## src/rtl/sb_pkg.sv

```systemverilog
// Shared types for the store buffer: default widths, FIFO entry layout, pointer sizing.
// No logic; imported by store_buffer and sb_match.
package sb_pkg;
   localparam int SB_ADDR_WIDTH = 16;
   localparam int SB_DATA_WIDTH = 16;

   typedef struct packed {
      logic                     valid;
      logic [SB_ADDR_WIDTH-1:0] addr;
      logic [SB_DATA_WIDTH-1:0] data;
   } sb_entry_t;

   function automatic int clog2(input int value);
      int w;
      w = 0;
      for (int i = 0; i < 31; i++)
         if ((1 << i) < value) w = i + 1;
      return w;
   endfunction
endpackage

```

## src/rtl/sb_match.sv

```systemverilog
// Address compare of a load against every valid store entry; reports youngest hit.
// Purely combinational, zero latency, no flow control.
// Backpressure: none; the parent decides whether a hit stalls or forwards.
module sb_match
   import sb_pkg::*;
#(
   parameter int SB_DEPTH = 4,
   parameter int PW       = 2
) (
   input  sb_entry_t                entries [SB_DEPTH],
   input  logic [PW-1:0]            tail,
   input  logic [SB_ADDR_WIDTH-1:0] addr,
   output logic                     hit,
   output logic [PW-1:0]            hit_idx
);
   logic [PW-1:0] idx;

   // Walk oldest-to-youngest so the last assignment is the youngest match.
   always_comb begin
      hit     = 1'b0;
      hit_idx = '0;
      idx     = '0;
      for (int k = SB_DEPTH - 1; k >= 0; k--) begin
         idx = tail - PW'(k + 1);
         if (entries[idx].valid && entries[idx].addr == addr) begin
            hit     = 1'b1;
            hit_idx = idx;
         end
      end
   end
endmodule

```

## src/rtl/store_buffer.sv

```systemverilog
// MEM-stage store FIFO: posts stores, drains them in order whenever no load owns the port.
// Loads respond one cycle after accept; SB_FWD_EN forwards matching stores, else the load stalls.
// Backpressure: req_ready low when full (stores), on flush, or on a store match without SB_FWD_EN.
module store_buffer
   import sb_pkg::*;
#(
   parameter int ADDR_WIDTH = SB_ADDR_WIDTH,
   parameter int DATA_WIDTH = SB_DATA_WIDTH,
   parameter int SB_DEPTH   = 4
) (
   input  logic                  clk,
   input  logic                  rst,
   input  logic                  req_valid,
   input  logic                  req_write,
   input  logic [ADDR_WIDTH-1:0] req_addr,
   input  logic [DATA_WIDTH-1:0] req_wdata,
   output logic                  req_ready,
   output logic                  rsp_valid,
   output logic [DATA_WIDTH-1:0] rsp_rdata,
   input  logic                  flush_req,
   output logic                  flush_done,
   output logic [ADDR_WIDTH-1:0] mem_addr,
   output logic [DATA_WIDTH-1:0] mem_data_in,
   output logic                  mem_write,
   input  logic [DATA_WIDTH-1:0] mem_data_out,
   input  logic                  mem_exception,
   output logic                  sb_error
);
   localparam int PW    = clog2(SB_DEPTH);
   localparam int CNT_W = PW + 1;

   sb_entry_t        fifo_q [SB_DEPTH];
   logic [PW-1:0]    head_q, tail_q;
   logic [CNT_W-1:0] count_q;
   logic             full, hit, st_acc, ld_acc, drain;
   logic [PW-1:0]    hit_idx;

   sb_match #(.SB_DEPTH(SB_DEPTH), .PW(PW)) u_match (
      .entries (fifo_q),
      .tail    (tail_q),
      .addr    (req_addr),
      .hit     (hit),
      .hit_idx (hit_idx)
   );

   assign full       = (count_q == CNT_W'(SB_DEPTH));
   assign flush_done = flush_req && (count_q == '0);

   always_comb begin
      req_ready = 1'b0;
      if (!rst && !flush_req) begin
         if (req_write)
            req_ready = !full;
         else
`ifdef SB_FWD_EN
            req_ready = 1'b1;
`else
            req_ready = !hit;
`endif
      end
   end

   assign st_acc = req_valid && req_ready && req_write;
   assign ld_acc = req_valid && req_ready && !req_write;
   assign drain  = !rst && !ld_acc && (count_q != '0);

   // An accepted load owns the memory port; otherwise the head entry drains.
   always_comb begin
      mem_addr    = '0;
      mem_data_in = '0;
      mem_write   = 1'b0;
      if (ld_acc) begin
         mem_addr = req_addr;
      end else if (drain) begin
         mem_addr    = fifo_q[head_q].addr;
         mem_data_in = fifo_q[head_q].data;
         mem_write   = 1'b1;
      end
   end

   always_ff @(posedge clk or posedge rst) begin
      if (rst) begin
         for (int i = 0; i < SB_DEPTH; i++) fifo_q[i] <= '0;
         head_q    <= '0;
         tail_q    <= '0;
         count_q   <= '0;
         rsp_valid <= 1'b0;
         rsp_rdata <= '0;
         sb_error  <= 1'b0;
      end else begin
         if (drain) begin
            fifo_q[head_q].valid <= 1'b0;
            head_q               <= head_q + 1'b1;
         end
         if (st_acc) begin
            fifo_q[tail_q] <= '{valid: 1'b1, addr: req_addr, data: req_wdata};
            tail_q         <= tail_q + 1'b1;
         end
         case ({st_acc, drain})
            2'b10:   count_q <= count_q + 1'b1;
            2'b01:   count_q <= count_q - 1'b1;
            default: count_q <= count_q;
         endcase
         rsp_valid <= ld_acc;
         // Without forwarding an accepted load never hits, so this mux reduces to memory data.
         if (ld_acc)
            rsp_rdata <= hit ? fifo_q[hit_idx].data : mem_data_out;
         if (mem_write && mem_exception)
            sb_error <= 1'b1;
      end
   end
endmodule

```

## config.mk

```make
export PLATFORM = sky130hd
export DESIGN_NAME = store_buffer
export DESIGN_NICKNAME = d
export VERILOG_FILES = /design/src/rtl/sb_pkg.sv /design/src/rtl/sb_match.sv /design/src/rtl/store_buffer.sv
export SDC_FILE = /design/constraint.sdc
export NUM_CORES = 1
export LEC_CHECK = 0
export ABC_CLOCK_PERIOD_IN_PS = 8300
export CELL_PAD_IN_SITES_DETAIL_PLACEMENT = 0
export CELL_PAD_IN_SITES_GLOBAL_PLACEMENT = 1
export CORE_MARGIN = 2
export CORE_UTILIZATION = 35
export CTS_CLUSTER_DIAMETER = 120
export CTS_CLUSTER_SIZE = 28
export DETAILED_ROUTE_END_ITERATION = 6
export GPL_TIMING_DRIVEN = 0
export PLACE_DENSITY_LB_ADDON = 0.1
export SLEW_MARGIN = 40
export SYNTH_ARGS = -nofsm -noshare
export SYNTH_HDL_FRONTEND = slang
export SYNTH_SLANG_ARGS = --single-unit
```

## constraint.sdc

```tcl
create_clock -name clk -period 8.3 [get_ports clk]
set_input_delay 1.245 -clock clk [delete_from_list [all_inputs] [get_ports clk]]
set_output_delay 1.245 -clock clk [all_outputs]
set_load 0.02 [all_outputs]
```

==> impl_metrics.csv <==
group,metric,value,unit
status,status,"finished, final reports clean",
timing,tightest_slew,0.918,ns
placed_design,hpwl,21700,um
global_route,grt_max_degree,61,
global_route,grt_first_pass_wirelength,47000,um
worst_setup_path,worstSetupStartpointType,"flop",
synthesis,async_flop_share,1.00,
timing,finalHoldViolCount,0,
synthesis,synthMuxAreaShare,0.383,
clock_network,root_buffer,"clkbuf_16",
worst_setup_path,r2r-start,"tail_q[0]$_DFFE_PP0P_",
floorplanning,dieArea,29500,um2
global_route,antenna_found_initial,2,
global_route,grt_use_total,0.218,
global_route,grt_pass1_vias,7822,
synthesis,synth-edff-count,0,
global_route,met2_usage,0.378,
timing,fmax,0.149,GHz
global_route,busiest_layer,"met2",
power_and_ir_drop,power.leakage,4.91,nW
synthesis,synth_cell_type_count,48,
routing,drt_first_pass_iters,4,
synthesis,synth_area_per_cell,12.9,um2
routing,num_vias,6954,
clock_network,cts_setup_buffers,0,
timing,period_needed,6.71,ns
power_and_ir_drop,power.total,4.86,mW
worst_setup_path,crit_required,7.05,ns
cells_and_area,final_util,0.432,
synthesis,synthXorXnorAreaFrac,0.0605,
timing,slew_headroom,0.388,
clock_network,cts.clk_slew.worst_paths,0.08,ns
floorplanning,row_count,61,
routing,avgViaCountPerCell,5.48,
timing,maxSlewViolCount,0,
synthesis,synthSimpleGateAreaFrac,0.0570,
synthesis,synth_cells,760,
routing,drtIter0Drc,389,
clock_network,htree_levels,4,
clock_network,cts-resized-gates,0,
cells_and_area,drive_above_1_share,0.297,
synthesis,synth_compound_area_frac,0.0406,
worst_setup_path,worstSetupEndpointType,"output port",
power_and_ir_drop,power.density,406,nW/um2
cells_and_area,final_common_cell,"dfrtp_1",
synthesis,ys_warn_count,0,
synthesis,syn_nets,824,
routing,antenna_left,0,
worst_setup_path,critical_path_class,"flop to output port",
placed_design,place.gp.congestion,0.877,
floorplanning,io_pins,107,
clock_network,cts.path.max_buffers,2,
timing,fin_tns_setup,0,ns
synthesis,synth_ff_type,"dfrtp_1",
clock_network,cts_tree,"done",
global_route,grt_util_met1,0.271,
floorplanning,die_w,172,um
placed_design,port_buffers,96,
worst_setup_path,crit_fanout,11,
floorplanning,start_util,0.355,
global_route,overflow,0,
synthesis,syn_area,9840,um2
power_and_ir_drop,ir_worst_vdd,155,uV
clock_network,cts.sinks,157,
routing,wl,30500,um
clock_network,hold_buffers,0,
worst_setup_path,worst_ep_arrival_time,5.47,ns
synthesis,ys_seq_area_frac,0.399,
timing,setup_violations,0,
clock_network,cts_inserted_buffers,17,
routing,drc_errors,0,
min_path,worstHoldStart,"sb_error$_DFFE_PP0P_",
timing,finClkSkew,0.0183,ns
synthesis,synth_top_family_by_area,"multiplexers",
synthesis,synth_fa_ha_area_frac,0.0135,
global_route,use_met3,0.0416,
clock_network,insertion_delay,0.45,ns
min_path,min_path_type,"flop to flop",
timing,rsz0062_at_grt,"no",
cells_and_area,layout_common_cells,"dfrtp_1, mux2_2, clkdlybuf4s50_1, mux4_2, xnor2_1",
flow_run,cap_violations,0,
timing,finalCritPeriodShare,0.809,
routing,wl_per_cell,24.0,um
worst_setup_path,critPathLaunch,"tail_q[0]$_DFFE_PP0P_",
floorplanning,die_y,172,um
floorplanning,core_area,27700,um2
synthesis,ys_ff_latch,157,
cells_and_area,syn_to_final_growth,21.5,%
cells_and_area,final_nets,941,
-- cell usage after synthesis (2+ instances only) --
library cell	instances	area, um2
nor3_1	4	20.0
buf_1	9	33.8
dfrtp_1	157	3930
inv_1	28	105
xnor2_1	66	578
a2bb2oi_1	3	26.3
mux2_2	101	1140
buf_2	4	20.0
a2111oi_0	2	17.5
or4_4	2	22.5
a211oi_1	4	30.0
buf_6	6	67.6
mux2_4	10	150
clkinv_1	2	7.51
nand3_1	7	35.0
nor4_1	3	18.8
xor2_1	2	17.5
inv_2	2	7.51
nand2_1	58	218
ha_1	9	113
buf_4	10	75.1
o221ai_1	4	35.0
mux4_2	84	1890
mux2i_1	51	510
clkbuf_1	32	120
o21a_1	2	15.0
nor2b_1	18	113
o211ai_1	2	15.0
a21oi_1	4	20.0
mux2_1	7	78.8
nor2_1	7	26.3
o21ai_0	36	180
nand4_1	9	56.3
-- cell families after synthesis --
family          count (synthesis)
buf+inv                        94
xor+xnor                       68
mux                           253
compound gates                 65
fa+ha+maj                      10
flops                         157
simple gates                  113
-- worst max-delay path: stages, from the launching register on --
cell,delay [ns]
dfrtp_1,0.40
buf_4,0.24
buf_6,0.23
inv_2,0.17
ha_1,0.34
buf_6,0.18
buf_6,0.23
buf_6,0.22
mux4_2,0.32
xnor2_1,0.40
nand4_1,0.17
or4_4,0.59
nand4_4,0.17
o21ai_1,0.16
clkbuf_1,0.31
nor2b_1,0.23
clkdlybuf4s50_1,0.63
-- state kept, by name, summed over array words and instances (netlist names) --
register	cells
fifo_q	132
rsp_rdata	16
count_q	3
head_q	2
tail_q	2
rsp_valid	1
sb_error	1
-- per-stage QoR --
stage	instance area, um2	setup slack (ns)	hold slack (ns)	cells
6_report	12000	1.59	0.490	1269
3_5_place_dp	11300	1.87	0.470	1236
2_1_floorplan	9840	2.82	0.464	760
4_1_cts	12000	1.48	0.492	1268
5_1_grt	12000	1.20	0.518	1268
3_3_place_gp	11300	0.612	0.463	1234
-- layer usage --
| layer | vias to the layer above | part of all wire |
|---|---|---|
| li1 | 3023 | - |
| met1 | 3670 | 0.41 |
| met2 | 212 | 0.52 |
| met3 | 49 | 0.047 |
| met4 | 0 | 0.022 |
| met5 | - | 0 |
-- final timing paths --
| path | to | slack (ns) | cells after the start |
|---|---|---|---|
| max | mem_data_in[8] | 1.59 | 16 |
| max in group asynchronous | fifo_q[36]$_DFFE_PP0P_ | 6.38 | 3 |
| min in group asynchronous | rsp_rdata[0]$_DFFE_PP0P_ | 1.28 | 2 |
| max reg2reg | count_q[2]$_DFFE_PP0P_ | 3.01 | 21 |
| min reg2reg | sb_error$_DFFE_PP0P_ | 0.49 | 1 |
| min | sb_error$_DFFE_PP0P_ | 0.49 | 1 |
-- layout make-up --
| class | count | area, um2 |
|---|---|---|
| Multi-Input combinational cell | 509 | 5460 |
| Timing Repair Buffer | 98 | 1020 |
| Fill cell | 2573 | 15800 |
| Buffer | 62 | 340 |
| Antenna cell | 1 | 2.50 |
| Sequential cell | 157 | 3930 |
| Inverter | 32 | 128 |
| Clock buffer | 17 | 425 |
| Tap cell | 378 | 473 |
| Clock inverter | 15 | 184 |
-- power by group --
| part | switching (mW) | total (mW) | internal, mW | leakage (nW) |
|---|---|---|---|---|
| clock | 0.393 | 0.801 | 0.409 | 0.295 |
| sequential | 0.319 | 1.40 | 1.08 | 2.00 |
| combinational | 1.24 | 2.66 | 1.41 | 2.61 |
Note: power is estimated with default switching activity, not from simulation.
